<file path="config.mk">
export PLATFORM = sky130hd
export DESIGN_NAME = fetch_unit_flat
export DESIGN_NICKNAME = d
export VERILOG_FILES = /design/src/rtl/fetch_unit_pkg.sv /design/src/rtl/fetch_unit_if.sv /design/src/rtl/fetch_unit_fifo.sv /design/src/rtl/fetch_unit.sv /design/src/flat_wrapper.sv
export SDC_FILE = /design/constraint.sdc
export NUM_CORES = 1
export LEC_CHECK = 0
export BUFFER_PORTS_ARGS = -buffer_cell sky130_fd_sc_hd__buf_2
export CAP_MARGIN = 20
export CORE_MARGIN = 10
export CORE_UTILIZATION = 51
export CTS_CLUSTER_DIAMETER = 80
export DETAILED_ROUTE_END_ITERATION = 16
export PLACE_DENSITY = 0.87
export RECOVER_POWER = 50
export SYNTH_ARGS = -nofsm -noshare
export SYNTH_HDL_FRONTEND = slang
export SYNTH_SLANG_ARGS = --single-unit
</file>
<file path="constraint.sdc">
create_clock -name clk -period 7.9 [get_ports clk]
set_clock_uncertainty 0.1 [all_clocks]
set_input_delay 1.58 -clock clk [delete_from_list [all_inputs] [get_ports clk]]
set_output_delay 1.58 -clock clk [all_outputs]
set_load 0.1 [all_outputs]
</file>
<file path="src/rtl/fetch_unit_pkg.sv">
// fetch_unit_pkg: shared opcode constants, FSM encoding and buffer entry type for the fetch unit
package fetch_unit_pkg;

    localparam logic [6:0] OPC_LOAD   = 7'd3;
    localparam logic [6:0] OPC_OP_IMM = 7'd19;
    localparam logic [6:0] OPC_AUIPC  = 7'd23;
    localparam logic [6:0] OPC_STORE  = 7'd35;
    localparam logic [6:0] OPC_OP     = 7'd51;
    localparam logic [6:0] OPC_LUI    = 7'd55;
    localparam logic [6:0] OPC_BRANCH = 7'd99;
    localparam logic [6:0] OPC_JALR   = 7'd103;
    localparam logic [6:0] OPC_JAL    = 7'd111;

    localparam logic [1:0] ST_IDLE  = 2'd0;
    localparam logic [1:0] ST_RUN   = 2'd1;
    localparam logic [1:0] ST_FLUSH = 2'd2;

    localparam logic [31:0] NOP = 32'h0000_0013;

    typedef struct packed {
        logic [31:0] instr;
        logic [31:0] pc;
    } fetch_entry_t;

endpackage

</file>
<file path="src/rtl/fetch_unit_if.sv">
// fetch_unit_if: instruction-memory, redirect and decoder-side signals of the fetch unit
// master: fetch unit side (drives requests and decoded outputs); slave: memory/core side
interface fetch_unit_if;

    logic        imem_req_valid;
    logic        imem_req_ready;
    logic [31:0] imem_addr;
    logic        imem_rsp_valid;
    logic [31:0] imem_rsp_data;
    logic        redirect_valid;
    logic [31:0] redirect_pc;
    logic        out_valid;
    logic        out_ready;
    logic [31:0] out_instr;
    logic [31:0] out_pc;
    logic [6:0]  out_opcode;
    logic [2:0]  out_funct3;
    logic [6:0]  out_funct7;

    modport master (
        output imem_req_valid, imem_addr, out_valid, out_instr, out_pc, out_opcode, out_funct3, out_funct7,
        input  imem_req_ready, imem_rsp_valid, imem_rsp_data, redirect_valid, redirect_pc, out_ready
    );

    modport slave (
        input  imem_req_valid, imem_addr, out_valid, out_instr, out_pc, out_opcode, out_funct3, out_funct7,
        output imem_req_ready, imem_rsp_valid, imem_rsp_data, redirect_valid, redirect_pc, out_ready
    );

endinterface

</file>
<file path="src/rtl/fetch_unit_fifo.sv">
// fetch_fifo: DEPTH-entry instruction buffer with push/pop/flush
// ports: clk, rst_n (async, active-low), push/wdata, pop/rdata (head), flush, full, empty, count
module fetch_fifo #(
    parameter int DEPTH = 2,
    parameter int W     = 64
) (
    input  logic                     clk,
    input  logic                     rst_n,
    input  logic                     push,
    input  logic                     pop,
    input  logic                     flush,
    input  logic [W-1:0]             wdata,
    output logic [W-1:0]             rdata,
    output logic                     full,
    output logic                     empty,
    output logic [$clog2(DEPTH):0]   count
);

    localparam int AW = $clog2(DEPTH);

    logic [W-1:0]  mem_q [DEPTH];
    logic [AW-1:0] wr_q, wr_d, rd_q, rd_d;
    logic [AW:0]   count_q, count_d;

    assign wr_d    = flush ? '0 : push ? wr_q + 1'b1 : wr_q;
    assign rd_d    = flush ? '0 : pop ? rd_q + 1'b1 : rd_q;
    assign count_d = flush ? '0 : count_q + (AW+1)'(push) - (AW+1)'(pop);

    assign rdata = mem_q[rd_q];
    assign count = count_q;
    assign empty = count_q == '0;
    assign full  = count_q == (AW+1)'(DEPTH);

    always_ff @(posedge clk or negedge rst_n) begin
        if (!rst_n) begin
            wr_q    <= '0;
            rd_q    <= '0;
            count_q <= '0;
        end else begin
            wr_q    <= wr_d;
            rd_q    <= rd_d;
            count_q <= count_d;
        end
    end

    always_ff @(posedge clk)
        if (push && !flush) mem_q[wr_q] <= wdata;

endmodule

</file>
<file path="src/rtl/fetch_unit.sv">
// fetch_unit: credit-limited instruction fetcher with redirect flush and registered decode buffer
// ports: clk, rst_n (async, active-low), bus (fetch_unit_if.master: imem req/rsp, redirect, decoder output)
module fetch_unit
    import fetch_unit_pkg::*;
#(
    parameter logic [31:0] RESET_PC = 32'h0000_0000,
    parameter int          DEPTH    = 2
) (
    input  logic           clk,
    input  logic           rst_n,
    fetch_unit_if.master   bus
);

    localparam int CW = $clog2(DEPTH) + 1;

    logic [1:0]    state_q, state_d;
    logic [31:0]   fetch_pc_q, fetch_pc_d;
    logic [31:0]   rsp_pc_q, rsp_pc_d;
    logic [CW-1:0] outst_q, outst_d, drop_q, drop_d, count;
    logic          accept, rsp, redir, push, pop, empty, full;
    logic [31:0]   target;
    fetch_entry_t  head;
    logic [63:0]   rdata;

    assign target = bus.redirect_pc & ~32'h3;
    assign redir  = bus.redirect_valid && state_q != ST_IDLE;
    assign rsp    = bus.imem_rsp_valid;

    // in-flight requests plus buffered words never exceed DEPTH, so every response has a slot
    assign bus.imem_req_valid = state_q == ST_RUN && !bus.redirect_valid && !full &&
                                ({1'b0, outst_q} + {1'b0, count}) < (CW+1)'(DEPTH);
    assign bus.imem_addr      = fetch_pc_q;
    assign accept             = bus.imem_req_valid && bus.imem_req_ready;

    // stale responses arrive only in FLUSH or alongside a redirect; everything else is live
    assign push    = rsp && state_q == ST_RUN && !bus.redirect_valid;
    assign pop     = bus.out_valid && bus.out_ready;
    assign outst_d = outst_q + CW'(accept) - CW'(rsp);

    always_comb begin
        state_d    = state_q;
        drop_d     = drop_q;
        fetch_pc_d = accept ? fetch_pc_q + 32'd4 : fetch_pc_q;
        rsp_pc_d   = push ? rsp_pc_q + 32'd4 : rsp_pc_q;
        if (state_q == ST_IDLE) begin
            state_d = ST_RUN;
        end else if (redir) begin
            fetch_pc_d = target;
            rsp_pc_d   = target;
            drop_d     = (state_q == ST_FLUSH ? drop_q : outst_q) - CW'(rsp);
            state_d    = (state_q == ST_FLUSH || drop_d != '0) ? ST_FLUSH : ST_RUN;
        end else if (state_q == ST_FLUSH) begin
            drop_d  = drop_q - CW'(rsp);
            state_d = drop_d == '0 ? ST_RUN : ST_FLUSH;
        end
    end

    always_ff @(posedge clk or negedge rst_n) begin
        if (!rst_n) begin
            state_q    <= ST_IDLE;
            fetch_pc_q <= RESET_PC;
            rsp_pc_q   <= RESET_PC;
            outst_q    <= '0;
            drop_q     <= '0;
        end else begin
            state_q    <= state_d;
            fetch_pc_q <= fetch_pc_d;
            rsp_pc_q   <= rsp_pc_d;
            outst_q    <= outst_d;
            drop_q     <= drop_d;
        end
    end

    fetch_fifo #(.DEPTH(DEPTH), .W(64)) u_fifo (
        .clk   (clk),
        .rst_n (rst_n),
        .push  (push),
        .pop   (pop),
        .flush (redir),
        .wdata ({bus.imem_rsp_data, rsp_pc_q}),
        .rdata (rdata),
        .full  (full),
        .empty (empty),
        .count (count)
    );

    assign head           = fetch_entry_t'(rdata);
    assign bus.out_valid  = !empty && !bus.redirect_valid;
    // buffer slots are not reset, so outputs are zeroed whenever nothing valid is presented
    assign bus.out_instr  = bus.out_valid ? head.instr : '0;
    assign bus.out_pc     = bus.out_valid ? head.pc : '0;
    assign bus.out_opcode = bus.out_instr[6:0];
    assign bus.out_funct3 = bus.out_instr[14:12];
    assign bus.out_funct7 = bus.out_instr[31:25];

endmodule

</file>
<file path="src/flat_wrapper.sv">
// flat-port wrapper written by rule: the top's interface ports become plain ports
module fetch_unit_flat import fetch_unit_pkg::*;
#(
    parameter logic [31:0] RESET_PC = 32'h0000_0000,
    parameter int          DEPTH    = 2
)
  (clk, rst_n, bus_imem_req_valid, bus_imem_addr, bus_out_valid, bus_out_instr, bus_out_pc, bus_out_opcode, bus_out_funct3, bus_out_funct7, bus_imem_req_ready, bus_imem_rsp_valid, bus_imem_rsp_data, bus_redirect_valid, bus_redirect_pc, bus_out_ready);
  fetch_unit_if bus_i ();
  input  logic clk;
  input  logic rst_n;
  output wire logic [$bits(bus_i.imem_req_valid)-1:0] bus_imem_req_valid;
  output wire logic [$bits(bus_i.imem_addr)-1:0] bus_imem_addr;
  output wire logic [$bits(bus_i.out_valid)-1:0] bus_out_valid;
  output wire logic [$bits(bus_i.out_instr)-1:0] bus_out_instr;
  output wire logic [$bits(bus_i.out_pc)-1:0] bus_out_pc;
  output wire logic [$bits(bus_i.out_opcode)-1:0] bus_out_opcode;
  output wire logic [$bits(bus_i.out_funct3)-1:0] bus_out_funct3;
  output wire logic [$bits(bus_i.out_funct7)-1:0] bus_out_funct7;
  input wire logic [$bits(bus_i.imem_req_ready)-1:0] bus_imem_req_ready;
  input wire logic [$bits(bus_i.imem_rsp_valid)-1:0] bus_imem_rsp_valid;
  input wire logic [$bits(bus_i.imem_rsp_data)-1:0] bus_imem_rsp_data;
  input wire logic [$bits(bus_i.redirect_valid)-1:0] bus_redirect_valid;
  input wire logic [$bits(bus_i.redirect_pc)-1:0] bus_redirect_pc;
  input wire logic [$bits(bus_i.out_ready)-1:0] bus_out_ready;
  assign bus_imem_req_valid = bus_i.imem_req_valid;
  assign bus_imem_addr = bus_i.imem_addr;
  assign bus_out_valid = bus_i.out_valid;
  assign bus_out_instr = bus_i.out_instr;
  assign bus_out_pc = bus_i.out_pc;
  assign bus_out_opcode = bus_i.out_opcode;
  assign bus_out_funct3 = bus_i.out_funct3;
  assign bus_out_funct7 = bus_i.out_funct7;
  assign bus_i.imem_req_ready = bus_imem_req_ready;
  assign bus_i.imem_rsp_valid = bus_imem_rsp_valid;
  assign bus_i.imem_rsp_data = bus_imem_rsp_data;
  assign bus_i.redirect_valid = bus_redirect_valid;
  assign bus_i.redirect_pc = bus_redirect_pc;
  assign bus_i.out_ready = bus_out_ready;
  fetch_unit #(.RESET_PC(RESET_PC), .DEPTH(DEPTH)) u_core (.clk(clk), .rst_n(rst_n), .bus(bus_i));
endmodule
</file>
==> results of run 1 <==
sequential cells by signal, summed over array words and instances (netlist names):
name / count
u_core.rsp_pc_q: 30
u_core.bus.imem_addr: 30
u_core.outst_q: 2
u_core.u_fifo.count: 2
u_core.u_fifo.mem_q: 124
u_core.drop_q: 2
u_core.state_q: 2
u_core.u_fifo.rd_q: 1
u_core.u_fifo.wr_q: 1
layout make-up:
| cell class | instances | share of cell area |
|---|---|---|
| tap | 220 | 0.0267 |
| timing repair buffer | 186 | 0.0881 |
| multi-input combinational | 466 | 0.291 |
| clock inverter | 14 | 0.0149 |
| inverter | 14 | 0.00510 |
| sequential | 194 | 0.532 |
| clock buffer | 18 | 0.0426 |
path summary, 6_finish.rpt:
path	slack [ps]	endpoint
worst max-delay path	2490	u_core.u_fifo.rd_q
worst min-delay path	420	u_core.u_fifo.mem_q[1][31]
worst max register to register	3650	u_core.bus.imem_addr[28]
worst min register to register	420	u_core.u_fifo.mem_q[1][31]
max in group clk	2760	bus_out_funct7[5]
min in group asynchronous	2480	u_core.bus.imem_addr[21]
power breakdown:
| group | internal, mW | switching [mW] | total, mW |
|---|---|---|---|
| clock | 0.480 | 0.380 | 0.860 |
| combinational | 0.426 | 1.62 | 2.05 |
| sequential | 1.32 | 0.265 | 1.58 |
| total | 2.22 | 2.27 | 4.49 |
layer usage:
layer  wire (um)  vias up
met5           0        -
met4         262        0
met3        1790       22
met2        9720      263
met1        8710     2983
li1            -     2903
metrics by stage:
step	util	std cells
after floorplan	-	731
after global placement	0.582	1079
after detailed placement	0.582	1079
after CTS	0.618	1111
after global routing	0.615	1112
final	0.615	1112
kinds of logic after synthesis:
group,synth area share
DFF,0.622
xor gates and xnor gates,0.0577
adders and majority gates,0.0136
muxes,0.0739
and+or+nand+nor,0.148
buffers and inverters,0.0406
AOI/OAI and AO/OA,0.0439
other,0.000426
cells in the final DEF (no fill, tap or decap), types with 17 or more instances in the layout:
cell         n
nor2_1     103
clkbuf_16   17
clkbuf_1    45
nand3_1     31
nand2_1     28
mux2i_1     65
a21oi_1     46
nand4_1     28
edfxtp_1   124
buf_2      136
dfrtp_1     69
xor2_1      26
xnor2_1     32
==> impl_metrics.csv, run 1 <==
group,metric,value,unit
timing,hold_ws,417,ps
placement,pre_cts_slack,2950,ps
drt,antenna_left,0,
timing,fin_setup_tns,0,ps
power,power,4.49,mW
timing,fin_crit,5410,ps
global_routing,met2_usage,0.288,
yosys,ys_async_sr_fraction,0.361,
yosys,synth_top_area_cell,"edfxtp_1",
drt,first_pass_iters,5,
global_routing,antenna_found_initial,0,
worst_setup_path,slowest_delay,2700,ps
global_routing,globalRouteOverflowTotal,0,
worst_setup_path,worstRegToRegCells,7,
placement,numPortBuffers,178,
yosys,syn_inst,728,
yosys,synth-seq-area-share,0.622,
yosys,synth_cell_types,48,
worst_hold_path,hold_class,"reg -> reg",
floorplanning,start_util,0.526,
worst_setup_path,cp.required,6890,ps
drt,vias,6171,
worst_setup_path,r2r-start,"u_core.u_fifo.count[0]",
clock_tree,cts_setup_buffers,0,
timing,min_period_over_period,0.685,
clock_tree,cts_resized,0,
yosys,synth_seq_cells,194,
placement,place_congestion,0.917,
global_routing,grt_max_degree,80,
timing,hold_viol,0,
worst_setup_path,worst-path-stages,2,
floorplanning,core_area,16800,um^2
worst_setup_path,crit_start,"rst_n",
worst_setup_path,crit_chain,"buf_2, clkbuf_1",
global_routing,met1_usage,0.228,
clock_tree,clock_sinks,194,
worst_setup_path,cp.arrival,4400,ps
timing,tightest_slew,3870,ps
worst_setup_path,crit_fanout,70,
clock_tree,holdBufCountCts,0,
global_routing,grt_pass1_vias,6134,
worst_setup_path,end_kind,"asynchronous set/reset pin",
placement,dp_hpwl,14000,um
finish,num_antenna_cells,0,
clock_tree,cts_tree,"done",
worst_setup_path,critPathBufInv,2,
timing,post-route-worst-setup-slack,2490,ps
yosys,synth_edf_count,124,
worst_setup_path,crit_path_start_kind,"input pin",
power,peakVddDrop,0.339,mV
floorplanning,io_pins,185,
worst_setup_path,crit_type,"in -> async",
timing,setup-violations-final,0,
yosys,ys_top_cells_by_area,"edfxtp_1 (42%), dfrtp_1 (20%), mux2i_1 (7.4%)",
clock_tree,htree_levels,4,
yosys,synth.avg_cell_area,12.1,um^2
worst_hold_path,min_from,"u_core.rsp_pc_q[31]",
clock_tree,clk_path_buf_depth,2,
finish,nNetsFinal,958,
finish,register_area,5480,um^2
worst_setup_path,crit_family,"buffers and inverters",
power,p_leak,3.92,nW
yosys,ys_warn_count,0,
drt,vias_per_cell,5.55,
drt,drc_errors,0,
floorplanning,core.rowCount,47,
clock_tree,path_clk_slew,70,ps
global_routing,top_usage_layer,"met2",
finish,drive_gt1_frac,0.203,
outcome,violations,"max-capacitance violations, max-slew violations",
timing,fmax,0.185,GHz
drt,wl,20500,um
power,pwr_density_cell,436,nW/um^2
clock_tree,clockRootBuffer,"clkbuf_16",
global_routing,met3_usage,0.0516,
floorplanning,dieArea,22900,um^2
finish,final_area,10300,um^2
yosys,synth.most_common_cell,"edfxtp_1",
yosys,syn_area,8810,um^2
timing,slew_headroom,-1.58,
floorplanning,dieHeight,151,um
drt,wire_per_inst,18.4,um
finish,n_fill_cell,1346,
yosys,synthFlopType,"edfxtp_1",
clock_tree,clk_latency,430,ps
worst_setup_path,slowest_stage,"clkbuf_1",
global_routing,grtUsageTotal,0.178,
finish,multi_input_area,2990,um^2
timing,rsz0062_at_grt,"false",
finish,area_delta_synth_final,16.9,%
placement,placed_cell_area,9760,um^2
drt,drtIter0Drc,453,
worst_hold_path,holdPathStages,0,
yosys,synth_top_cell_area_share,0.423,
clock_tree,cts_buffers,17,
run,maxCapViolCount,3,
global_routing,grt_pass1_wl,31900,um
yosys,synth.cells.most_frequent,"edfxtp_1 (124), nor2_1 (104), dfrtp_1 (70), mux2i_1 (65), a21oi_1 (46)",
floorplanning,die_x,151,um
outcome,status,"complete, but fails checks",
timing,slew_viol_final,163,
(Power assumes the default switching activity.)
==> run 2, diff against run 1 <==
--- a/config.mk
+++ b/config.mk
@@ -8,10 +8,10 @@
 export BUFFER_PORTS_ARGS = -buffer_cell sky130_fd_sc_hd__buf_2
 export CAP_MARGIN = 20
 export CORE_MARGIN = 10
-export CORE_UTILIZATION = 51
+export CORE_UTILIZATION = 50
 export CTS_CLUSTER_DIAMETER = 80
 export DETAILED_ROUTE_END_ITERATION = 16
-export PLACE_DENSITY = 0.87
+export PLACE_DENSITY = 0.89
 export RECOVER_POWER = 50
 export SYNTH_ARGS = -nofsm -noshare
 export SYNTH_HDL_FRONTEND = slang
==> constraint.sdc (replaced) <==
create_clock -name clk -period 4.82 [get_ports clk]
set_clock_uncertainty 0.1 [all_clocks]
set_input_delay 0.964 -clock clk [delete_from_list [all_inputs] [get_ports clk]]
set_output_delay 0.964 -clock clk [all_outputs]
set_load 0.1 [all_outputs]
==> impl_metrics.csv, run 2 (synthesis gave the netlist of run 1 again) <==
group,metric,value,unit
clock_tree,cts_setup_buffers,0,
clock_tree,cts_tree,"done",
worst_setup_path,crit_start,"bus_redirect_valid",
worst_setup_path,slowest_stage,"buf_4",
floorplanning,dieHeight,153,um
finish,area_delta_synth_final,17.1,%
worst_hold_path,hold_class,"reg -> reg",
floorplanning,die_x,153,um
timing,fmax,0.266,GHz
run,maxCapViolCount,1,
global_routing,grt_pass1_wl,32300,um
global_routing,antenna_found_initial,0,
power,power_frac_clock,0.190,
worst_setup_path,crit_chain,"clkbuf_1, or2_2, buf_4, nor2_1, buf_2",
drt,wl,20100,um
timing,rsz0062_at_grt,"false",
floorplanning,core.rowCount,48,
outcome,status,"complete, but fails checks",
clock_tree,htree_levels,4,
worst_setup_path,crit_type,"in -> out",
power,p_leak,3.94,nW
outcome,violations,"max-capacitance violations, max-slew violations",
finish,final_common_cell,"buf_2",
floorplanning,core_area,17300,um^2
clock_tree,clock_sinks,194,
placement,placed_cell_area,9800,um^2
finish,final_area,10300,um^2
finish,num_antenna_cells,0,
worst_hold_path,min_from,"u_core.rsp_pc_q[10]",
timing,hold_viol,0,
power,switching_share,0.508,
power,comb_power_share,0.445,
clock_tree,cts_resized,0,
power,pwr_density_cell,709,nW/um^2
power,p_seq_frac,0.365,
drt,antenna_left,0,
finish,regMostFlops,"u_core.u_fifo.mem_q",
floorplanning,start_util,0.509,
worst_setup_path,r2r-start,"u_core.state_q[0]",
placement,numPortBuffers,178,
placement,dp_hpwl,14200,um
clock_tree,cts_buffers,17,
worst_setup_path,cp.arrival,2690,ps
clock_tree,clk_path_buf_depth,2,
finish,largest_reg_flops,124,
drt,first_pass_iters,5,
timing,slew_viol_final,31,
timing,setup-violations-final,0,
drt,drtIter0Drc,379,
power,p_switching,3.72,mW
timing,fin_crit,3760,ps
global_routing,globalRouteOverflowTotal,0,
clock_tree,clockRootBuffer,"clkbuf_16",
drt,vias_per_cell,5.43,
drt,wire_per_inst,18.0,um
clock_tree,holdBufCountCts,0,
power,internal_power,3.60,mW
timing,fin_setup_tns,0,ps
timing,tightest_slew,1670,ps
finish,n_fill_cell,1418,
worst_setup_path,end_kind,"output pin",
finish,final_cell_mix,"buf_2 (139), edfxtp_1 (124), nor2_1 (103)",
global_routing,grtUsageTotal,0.170,
drt,vias,6065,
placement,place_congestion,0.905,
worst_setup_path,crit_path_start_kind,"input pin",
floorplanning,io_pins,185,
worst_setup_path,crit_fanout,63,
global_routing,grt_max_degree,70,
power,peakVddDrop,0.632,mV
floorplanning,dieArea,23300,um^2
timing,min_period_over_period,0.780,
worst_setup_path,cp.required,3760,ps
timing,slew_headroom,-0.111,
drt,drc_errors,0,
finish,drive_gt1_frac,0.209,
worst_setup_path,slowest_delay,480,ps
clock_tree,clk_latency,430,ps
finish,nNetsFinal,958,
global_routing,grt_pass1_vias,6144,
clock_tree,path_clk_slew,70,ps
run 2: cell types whose count changed in the layout (fill, tap and decap cells not counted), sizes merged:
cell and change:
bufinv -2, clkinvlp -1, clkinv -2, buf +3, clkbuf -1, inv +3
run 2: critical path: cells and delay by family:
family        cells  cell delay (ps)
simple gates      2              370
buf+inv           3             1270
run 2: area by class of cell:
class / instances / area, um^2 / share of cell area
clock buffer: 20 / 489 / 0.0474
tap: 225 / 282 / 0.0273
timing repair buffer: 186 / 917 / 0.0889
sequential: 194 / 5480 / 0.531
inverter: 14 / 52.6 / 0.00509
multi-input combinational: 466 / 3000 / 0.290
clock inverter: 12 / 104 / 0.0101
run 2: worst paths after layout:
| path | endpoint | slack (ps) | cells past startpoint |
|---|---|---|---|
| hold reg to reg | u_core.u_fifo.mem_q[1][10] | 430 | 0 |
| max in group asynchronous | u_core.rsp_pc_q[7] | 2430 | 2 |
| hold / removal | u_core.u_fifo.mem_q[1][10] | 430 | 0 |
| min in group asynchronous | u_core.bus.imem_addr[19] | 850 | 1 |
| setup / recovery | bus_out_instr[30] | 1060 | 5 |
| setup reg to reg | u_core.bus.imem_addr[10] | 1530 | 4 |
run 2: power by group through the flow:
| stage | Clock (mW) | Sequential (mW) | Combinational, mW |
|---|---|---|---|
| after floorplan | 0 | 3.22 | 2.15 |
| after global placement | 0 | 2.66 | 3.26 |
| after detailed placement | 0 | 2.69 | 3.30 |
| after CTS | 1.42 | 2.66 | 3.31 |
| after global routing | 1.50 | 2.72 | 3.45 |
| final | 1.39 | 2.67 | 3.26 |
run 2: layer usage:
layer,wire length [um],vias up,GRT usage
met5,0,-,0
met1,8910,2879,0.222
met4,290,0,0.0572
met3,1650,24,0.0522
li1,-,2904,-
met2,9250,258,0.264
run 2: through the flow:
stage / power, mW / instances / util / setup WS [ps] / hold WS, ps
6_report: 7.31 / 1117 / 0.597 / 1060 / 430
4_1_cts: 7.39 / 1117 / 0.601 / 1130 / 426
3_3_place_gp: 5.92 / 1085 / 0.566 / 1230 / 393
5_1_grt: 7.67 / 1117 / 0.597 / 869 / 443
2_1_floorplan: 5.37 / 731 / - / 0.189 / 363
3_5_place_dp: 5.99 / 1085 / 0.566 / 1200 / 400
==> run 3, diff against run 2 <==
==> constraint.sdc (replaced) <==
create_clock -name clk -period 3.1 [get_ports clk]
set_clock_uncertainty 0.1 [all_clocks]
set_input_delay 0.62 -clock clk [delete_from_list [all_inputs] [get_ports clk]]
set_output_delay 0.62 -clock clk [all_outputs]
set_load 0.1 [all_outputs]
==> impl_metrics.csv, run 3 (synthesis gave the netlist of run 1 again) <==
group,metric,value,unit
outcome,status,"completed",
global_routing,grt_pass1_vias,6279,
power,p_seq_frac,0.331,
floorplanning,io_pins,185,
worst_setup_path,cp.required,2380,ps
drt,wire_per_inst,18.7,um
floorplanning,die_x,153,um
power,peakVddDrop,0.948,mV
floorplanning,dieHeight,153,um
global_routing,top_usage_layer,"met2",
drt,wl,21100,um
global_routing,grtUsageTotal,0.177,
power,p_switching,5.98,mW
drt,vias,6346,
finish,fin_cells,1126,
finish,drive_gt1_frac,0.239,
worst_setup_path,r2r-start,"u_core.state_q[0]",
floorplanning,core_area,17300,um^2
worst_hold_path,min_to,"u_core.u_fifo.mem_q[0][38]",
power,comb_power_share,0.493,
global_routing,globalRouteOverflowTotal,0,
run,maxCapViolCount,0,
power,p_leak,4.18,nW
timing,min_period_over_period,0.977,
clock_tree,cts_tree,"done",
worst_setup_path,slowest_delay,420,ps
clock_tree,cts_buffers,17,
clock_tree,clk_path_buf_depth,2,
drt,vias_per_cell,5.64,
worst_hold_path,hold_class,"in -> reg",
global_routing,grt_pass1_wl,33600,um
timing,tightest_slew,1440,ps
finish,register_area,5480,um^2
finish,final_area,11600,um^2
timing,slew_viol_final,0,
worst_setup_path,rrSetupSlack,390,ps
drt,first_pass_iters,5,
worst_setup_path,cp.arrival,2310,ps
global_routing,met3_usage,0.0559,
clock_tree,htree_levels,4,
finish,num_antenna_cells,0,
worst_setup_path,crit_path_start_kind,"flop",
timing,rsz0062_at_grt,"false",
placement,numPortBuffers,178,
worst_setup_path,slowest_stage,"dfrtp_1",
global_routing,antenna_found_initial,1,
finish,final_common_cell,"edfxtp_1",
worst_hold_path,holdPathStages,1,
power,power_frac_clock,0.176,
finish,regMostFlops,"u_core.u_fifo.mem_q",
power,switching_share,0.486,
timing,hold_viol,0,
worst_setup_path,critPathBufInv,2,
timing,hold_ws,278,ps
placement,place_inst,1093,
timing,fmax,0.330,GHz
drt,drtIter0Drc,417,
clock_tree,clock_sinks,194,
power,pwr_density_cell,1060,nW/um^2
finish,multi_input_area,3090,um^2
timing,post-route-worst-setup-slack,70.8,ps
clock_tree,clk_latency,430,ps
placement,placed_cell_area,11200,um^2
worst_setup_path,crit_chain,"and2_1, fa_1, or2_1, nor3_4, buf_6, buf_12",
finish,largest_reg_flops,124,
finish,final_cell_mix,"edfxtp_1 (124), buf_12 (81), nor2_1 (72)",
finish,nNetsFinal,967,
worst_setup_path,crit_fanout,4,
floorplanning,dieArea,23300,um^2
clock_tree,path_clk_slew,70,ps
placement,pre_cts_slack,274,ps
drt,drc_errors,0,
worst_hold_path,min_from,"bus_imem_rsp_data[6]",
timing,fin_crit,3030,ps
global_routing,met2_usage,0.282,
drt,antenna_left,0,
finish,area_delta_synth_final,32.2,%
worst_setup_path,crit_type,"reg -> out",
clock_tree,clockRootBuffer,"clkbuf_16",
worst_setup_path,end_kind,"output pin",
power,internal_power,6.32,mW
finish,finish.utilization,0.674,
global_routing,grt_max_degree,63,
placement,place_congestion,0.884,
worst_setup_path,worstRegToRegCells,4,
timing,slew_headroom,0.0386,
global_routing,met1_usage,0.226,
placement,dp_hpwl,15200,um
floorplanning,start_util,0.509,
timing,setup-violations-final,0,
worst_setup_path,crit_family,"simple AND/OR/NAND/NOR gates",
finish,n_fill_cell,1213,
floorplanning,core.rowCount,48,
worst_setup_path,r2r_end,"u_core.bus.imem_addr[13]",
==> run 3: cell types whose count changed in the layout (fill, tap and decap cells not counted), moves of 5 or more <==
cell      change
buf_12       +79
buf_2        -86
nor2_2       +29
buf_4         +5
clkbuf_1     +12
nor2_1       -31
==> run 3: how the worst max path moves through the flow <==
| stage | from | to | slack, ps | cells after the start |
|---|---|---|---|---|
| 4_1_cts | u_core.u_fifo.count[0] | bus_imem_req_valid | 30 | 6 |
| 5_1_grt | u_core.u_fifo.count[0] | bus_imem_req_valid | 5 | 6 |
| 3_5_place_dp | bus_redirect_valid | u_core.rsp_pc_q[30] | 270 | 7 |
| 2_1_floorplan | bus_redirect_valid | bus_out_instr[10] | -430 | 5 |
| 3_3_place_gp | u_core.u_fifo.count[0] | bus_imem_req_valid | 460 | 6 |
| 6_report | u_core.u_fifo.count[0] | bus_imem_req_valid | 70 | 6 |
==> run 3: power groups by stage <==
stage          registers (mW)  clock network, mW  logic, mW
2_1_floorplan            5.00                  0       3.41
3_3_place_gp             4.02                  0       6.02
3_5_place_dp             4.08                  0       6.11
4_1_cts                  4.04               2.21       6.16
5_1_grt                  4.15               2.31       6.34
6_report                 4.06               2.16       6.07
==> run 3: metrics by stage <==
step	setup TNS, ps	power [mW]
2_1_floorplan	-18850	8.41
4_1_cts	0	12.4
6_report	0	12.3
3_5_place_dp	0	10.2
5_1_grt	0	12.8
3_3_place_gp	0	10.0
==> run 3: worst register-to-register path, delay by kind of cell (launching register included) <==
family	cells	cell delay (ps)
AO/OA/AOI/OAI	2	1230
buffers and inverters	1	560
flip-flops	1	530
AND/OR/NAND/NOR	1	200
==> run 3: layout make-up <==
cell class                      instances  share of cell area
Tap cell                              225              0.0242
Sequential cell                       194               0.470
Multi-Input combinational cell        466               0.266
Clock inverter                         12              0.0127
Clock buffer                           20              0.0375
Timing Repair Buffer                  195               0.185
Inverter                               14             0.00451
==> run 3: what timing repair did <==
item,CTS,global route
gates resized for setup,2,0
hold buffers,0,0
hold endpoints to repair,0,0
buffers inserted,1,0
cloned,0,0
pin swaps,1,1
endpoints found under the setup margin,1,1
==> run 3: layer usage <==
| metal | part of all wire | routed length, um |
|---|---|---|
| met1 | 0.42 | 8840 |
| met2 | 0.48 | 10200 |
| met3 | 0.083 | 1750 |
| met4 | 0.017 | 352 |
| met5 | 0.00033 | 7 |
